### src/rtl/uart_rx.sv
// uart_rx: 8N1 serial receiver with 2-flop synchronizer, mid-bit sampling, optional even parity (UART_RX_PARITY_EN)
module uart_rx #(
  parameter int WIDTH  = 8,
  parameter int CLKDIV = 16
) (
  input  logic             clk,
  input  logic             rst,
  input  logic             rx,
  output logic [WIDTH-1:0] data,
  output logic             valid,
  output logic             error,
  output logic             busy
);
  localparam int CW = $clog2(CLKDIV);
  localparam int IW = $clog2(WIDTH + 1);
  localparam logic [CW-1:0] HALF = CW'(CLKDIV / 2 - 1);
  localparam logic [CW-1:0] FULL = CW'(CLKDIV - 1);
  localparam logic [IW-1:0] LAST = IW'(WIDTH - 1);
  typedef enum logic [2:0] {IDLE, START, DATA, PARITY, STOP, WAIT} state_t;
  state_t           state_q, state_d;
  logic [CW-1:0]    cnt_q, cnt_d;
  logic [IW-1:0]    idx_q, idx_d;
  logic [WIDTH-1:0] shift_q, shift_d, data_q, data_d;
  logic             valid_q, valid_d, error_q, error_d;
  logic             rx_meta_q, rx_s_q;
`ifdef UART_RX_PARITY_EN
  logic             par_q, par_d;
`endif
  assign data  = data_q;
  assign valid = valid_q;
  assign error = error_q;
  assign busy  = state_q != IDLE;
  // Next-state, counters, shift register and output pulses
  always_comb begin
    state_d = state_q;
    cnt_d   = cnt_q + CW'(1);
    idx_d   = idx_q;
    shift_d = shift_q;
    data_d  = data_q;
    valid_d = 1'b0;
    error_d = 1'b0;
`ifdef UART_RX_PARITY_EN
    par_d   = par_q;
`endif
    case (state_q)
      IDLE: begin
        cnt_d = '0;
        state_d = rx_s_q ? IDLE : START;
      end
      START: if (cnt_q == HALF) begin
        cnt_d = '0;
        idx_d = '0;
        state_d = rx_s_q ? IDLE : DATA;
      end
      DATA: if (cnt_q == FULL) begin
        cnt_d = '0;
        shift_d = {rx_s_q, shift_q[WIDTH-1:1]};
        idx_d = idx_q + IW'(1);
`ifdef UART_RX_PARITY_EN
        state_d = (idx_q == LAST) ? PARITY : DATA;
`else
        state_d = (idx_q == LAST) ? STOP : DATA;
`endif
      end
`ifdef UART_RX_PARITY_EN
      PARITY: if (cnt_q == FULL) begin
        cnt_d = '0;
        par_d = rx_s_q;
        state_d = STOP;
      end
`endif
      STOP: if (cnt_q == FULL) begin
        cnt_d = '0;
        state_d = rx_s_q ? IDLE : WAIT;
`ifdef UART_RX_PARITY_EN
        error_d = !rx_s_q || ^{shift_q, par_q};
`else
        error_d = !rx_s_q;
`endif
        valid_d = !error_d;
        data_d = valid_d ? shift_q : data_q;
      end
      WAIT: begin
        cnt_d = '0;
        state_d = rx_s_q ? IDLE : WAIT;
      end
      default: state_d = IDLE;
    endcase
  end
  // State registers and input synchronizer
  always_ff @(posedge clk) begin
    if (rst) begin
      state_q   <= IDLE;
      cnt_q     <= '0;
      idx_q     <= '0;
      shift_q   <= '0;
      data_q    <= '0;
      valid_q   <= 1'b0;
      error_q   <= 1'b0;
      rx_meta_q <= 1'b1;
      rx_s_q    <= 1'b1;
`ifdef UART_RX_PARITY_EN
      par_q     <= 1'b0;
`endif
    end else begin
      state_q   <= state_d;
      cnt_q     <= cnt_d;
      idx_q     <= idx_d;
      shift_q   <= shift_d;
      data_q    <= data_d;
      valid_q   <= valid_d;
      error_q   <= error_d;
      rx_meta_q <= rx;
      rx_s_q    <= rx_meta_q;
`ifdef UART_RX_PARITY_EN
      par_q     <= par_d;
`endif
    end
  end
endmodule

### config.mk
export PLATFORM = sky130hd
export DESIGN_NAME = uart_rx
export DESIGN_NICKNAME = d
export VERILOG_FILES = /design/src/rtl/uart_rx.sv
export SDC_FILE = /design/constraint.sdc
export NUM_CORES = 1
export LEC_CHECK = 0
export CAP_MARGIN = 15
export CORE_MARGIN = 2
export CORE_UTILIZATION = 45
export CTS_CLUSTER_SIZE = 8
export DETAILED_ROUTE_END_ITERATION = 12
export DONT_BUFFER_PORTS = 1
export PLACE_DENSITY = 0.61
export SKIP_CTS_REPAIR_TIMING = 1
export SYNTH_ARGS = -nofsm -noshare
export SYNTH_HDL_FRONTEND = slang
export SYNTH_SLANG_ARGS = --single-unit
### constraint.sdc
create_clock -name clk -period 1.63 [get_ports clk]
set_input_delay 0.0815 -clock clk [delete_from_list [all_inputs] [get_ports clk]]
set_output_delay 0.0815 -clock clk [all_outputs]
set_load 0.02 [all_outputs]
Yosys cells after proc, flatten, opt, wreduce, memory -nomap -nowiden:

Index checks and enable logic that the tools add are counted.

* input bits: 3
* word-level logic and storage cells: 48
* output and inout bits: 11
* register bits: 31

* equal/unequal tests: 10
* multiplexer cells: 14
* add/sub/neg operators: 2
* reductions and logical operators: 11
* bitwise logic cells: 2

Operators with widths (count)
* 4-bit 2-to-1 mux: 4
* 3-bit 2-to-1 mux: 5
* 3-bit case mux with 5 select lines: 1
* 4-bit case mux with 3 select lines: 1
* 3-bit AND reduction: 3
* 4-bit by 1-bit adder with 4-bit output, second input constant: 2
* 4-bit by 3-bit equality test with 1-bit output, second input constant: 2
* 4-bit case mux with 2 select lines: 1
* 3-bit equality test, second input constant: 2
* 2-bit inequality test, second input constant: 3
* 4-bit equality test, second input constant: 1
* 2-bit OR reduction: 2
* 3-bit by 1-bit equality test with 1-bit output, second input constant: 1
* 3-bit by 2-bit equality test with 1-bit output, second input constant: 1
* 3-bit logical NOT: 1
* 3-bit nonzero test: 1
* 3-bit OR reduction: 1
* 2-bit 2-to-1 mux: 1
* 1-bit NOT: 2
* 2-bit AND reduction: 1
* 2-bit nonzero test: 1
* 1-bit logical NOT: 1
* 1-bit 2-to-1 mux: 1

Depth between registers and ports, before layout:

* depth in word-level cells: 4
* gate-level depth with buffers: 5
* mapped depth without buffers: 5

Least setup slack after synthesis:

OpenSTA, ideal clock, no wires.

* path kind: reg2reg
* start: register cnt_q[3]
* end: register idx_q[1]
* slack: 134 ps
* path buffers: 1
* data required time: 1563 ps
* data arrival time: 1429 ps
* stages on the path, launching flop included: 6
* library setup time: 67 ps
* clock period less this slack: 1496 ps
* cell sequence: dfxtp_1 buf_6 or3b_1 a211o_1 or2_1 a21oi_2

* longest elaborated chain between the ends: 3
* elaborated cells on any way between the ends: 5
* those cells by class: eq/ne (4); reduce/logical (1)

Ends and longest elaborated chain
* start, declared: line 21 `logic [CW-1:0] cnt_q, cnt_d;`
* start signal, assigned: line 107 `cnt_q <= cnt_d;`
* 4-bit equality test / 4-bit by 3-bit equality test with 1-bit output (equally long branches): line 55, 50
* 2-bit inequality test (no line)
* 3-bit AND reduction (no line) *
* end signal, assigned: line 108 `idx_q <= idx_d;`
* end, declared: line 22 `logic [IW-1:0] idx_q, idx_d;`

Every way passes the cells marked *; elsewhere a longest branch is shown, timed or not.
A chain may end at the register's enable or synchronous reset.

Final worst setup path:

* start: register state_q[1]
* end: register idx_q[1]

* longest elaborated chain between the ends: 3
* elaborated cells on any way between the ends: 7
* those cells by class: eq/ne (4); mux (1); reduce/logical (2)

Ends and longest elaborated chain
* start, declared: line 20 `state_t state_q, state_d;`
* start signal, assigned: line 106 `state_q <= state_d;`
* 3-bit by 2-bit equality test with 1-bit output / 3-bit by 1-bit equality test with 1-bit output (equally long branches): line 45 `case (state_q)`
* 2-bit inequality test (no line) / 2-bit nonzero test (equally long branches)
* 3-bit AND reduction (no line)

Several ways; a longest one is shown, not always the timed one.

==> run summary <==
Synth async-reset ratio = 0
total gr overflow = 0
Compound-Gate Fraction of Synth Area = 0.128
IO Pins = 14
H-tree depth = 2
Filler cells = 287
Crit path max-delay family = simple AND/OR/NAND/NOR gates
Post-Syn Nets = 155
Internal = 1.24 mW
initial antenna violation count = 0
top-area cell type share of the netlist area = 0.451
syn avg cell area = 9.17 µm²
Hold Worst Slack = 0.397 ns
clk_lat worst skew = 0.32 ns
VDD IR max = 379 µV
Syn Inst Count = 150
Peak Freq = 655 MHz
max incr delay on CP = 0.38 ns
Layout Nets = 162
drt pass-1 iters = 4
Final ANT Viol Nets = 0
number of port buffers = 0
net switching power = 0.392 mW
count leader, synth = dfxtp_1
Comb pwr share = 0.132
number of global-route vias before repair = 983
Post-synth EDFFs = 0
largest cells by area after synthesis = dfxtp_1, nand2_1, mux2i_1, a21oi_1, buf_6
total number of yosys warnings = 0
slew at the pin closest to its max-slew limit = 0.286 ns
Num CTS Buffers = 5
Synth Area in Adders = 0.0182
status = completed
FF/Latch Area = 622 µm²
crit path buf inv count = 0
Design Area, Final = 1520 µm²
Primary FF master, synth = dfxtp_1
CP arrival = 1.79 ns
vias per cell = 5.51
DIE AREA = 3510 µm²
Reg clk slew, reported paths = 0.09 ns
clock skew = 0.0102 ns
Lkg Pwr = 0.558 nW
Critical Path RT = 1.89 ns
final hold vios = 0
Iteration-0 DRC Markers = 32
DRT Wirelength = 2490 µm
Reg power frac = 0.491
Critical-path top delay cell = or3b_1
vias = 1053
clock sink count = 31
Multi-input gate area = 682 µm²
sequential fraction of the synthesis area = 0.451
Tmin final = 1.53 ns
part of the cycle the worst path needs = 0.937
pin count of the biggest net entering global routing = 34
final setup fails = 0
PD cells = 1070 nW/µm²
DR WL/cell = 13.0 µm
simple logic cell fraction of the synthesized area = 0.258
CP endpoint kind = flop
fin. max-slew vios = 0
RSZ-0062 raised after global routing = no
clock power share = 0.376
largest family of logic cells by synthesized area = simple AND/OR/NAND/NOR gates
share of cells above drive strength 1 = 0.171
setup TNS = 0 ns
crit-path cells = or3b_1 > a211o_1 > or2_1 > a21oi_2
Synth Cell Area = 1380 µm²
Switching Share = 0.240
Initial Utilization = 0.462
Root Driver = clkbuf_4
CP startpoint kind = flop
dpl ws = 0.0527 ns
GP Congestion = 0.860
cell row count = 20
Die X = 59.3 µm
DP Wirelength = 1750 µm
Worst slew margin = 0.807
Core Region = 2980 µm²
Critical Path Fanout Max = 5
kind of critical path = reg2reg
area grow syn2layout = 10.6%
mux share of post-synthesis cell area = 0.0582
setup ws final = 0.102 ns
ANT cells = 0
Die Height = 59.3 µm
CTS tree = built
CTS max path bufs = 2
xor/xnor cell area share of the yosys netlist = 0.0255
Total GRT Usage = 0.163
number of max-cap violations = 0
post-route DRC violation count = 0
Hold WC Path Type = in2reg
first-pass GRT wire length = 4310 µm
Yosys top cell by area = dfxtp_1
Yosys reg bits = 31
distinct cell type count after synthesis = 42
Post-synth top cells = dfxtp_1, nand2_1, a21oi_1
DP Area = 1370 µm²
-- layout by cell type, fill, tap and decap left out, drive strengths merged, types with 3 or more instances in the layout --
cell and instances:
a21oi 14, nor2 13, buf 7, o21ai 6
dfxtp 31, nand3b 3, clkbuf 6, or3b 3
nand2 23, or2 3, mux2i 8, or3 3
nor3 7, nand3 3
-- flip-flops by register name, indices dropped and copies added (netlist names) --
name and flops:
cnt_q 4, data 8, error 1, idx_q 4, rx_meta_q 1, rx_s_q 1
shift_q 8, state_q 3, valid 1
-- stage by stage --
step / utilization / instances / power [mW]
global route: 0.511 / 191 / 1.72
finish: 0.511 / 191 / 1.63
global placement: 0.461 / 179 / 1.00
floorplan: - / 150 / 0.994
detailed placement: 0.461 / 179 / 1.01
CTS: 0.490 / 187 / 1.62
-- cell families (layout without fill, tap and decap cells) --
kind of cell,Yosys count,count (layout)
buf+inv,10,18
compound gates,29,29
xor+xnor,4,4
fa+ha+maj,2,2
flops,31,31
mux,8,8
simple gates,66,66
-- layer usage --
metal  wire [µm]  GRT usage  vias up
met2        1130      0.240       26
met5           0          0        -
met4          64     0.0877        0
li1            -          -      532
met3          94     0.0393        6
met1        1190      0.219      489
-- final cells by class --
type                       instances  share of cell area
sequential                        31               0.409
clock inverter                     2              0.0230
multi-input combinational        109               0.449
tap                               33              0.0272
inverter                           1             0.00247
clock buffer                       6              0.0337
timing repair buffer               9              0.0560
-- worst paths after layout --
path	end	from	cells past startpoint	slack, ns
max	idx_q[1]	state_q[1]	4	0.10
min	rx_meta_q	rx	2	0.40
max reg2reg	idx_q[1]	state_q[1]	4	0.10
min reg2reg	rx_s_q	rx_meta_q	1	0.42
-- power by group through the flow --
stage | logic (mW) | registers [mW] | clock network, mW
6_report | 0.215 | 0.800 | 0.613
5_1_grt | 0.242 | 0.806 | 0.676
4_1_cts | 0.193 | 0.798 | 0.634
3_5_place_dp | 0.191 | 0.816 | 0
3_3_place_gp | 0.189 | 0.815 | 0
2_1_floorplan | 0.187 | 0.807 | 0
Note: power is estimated with default switching activity, not from simulation.
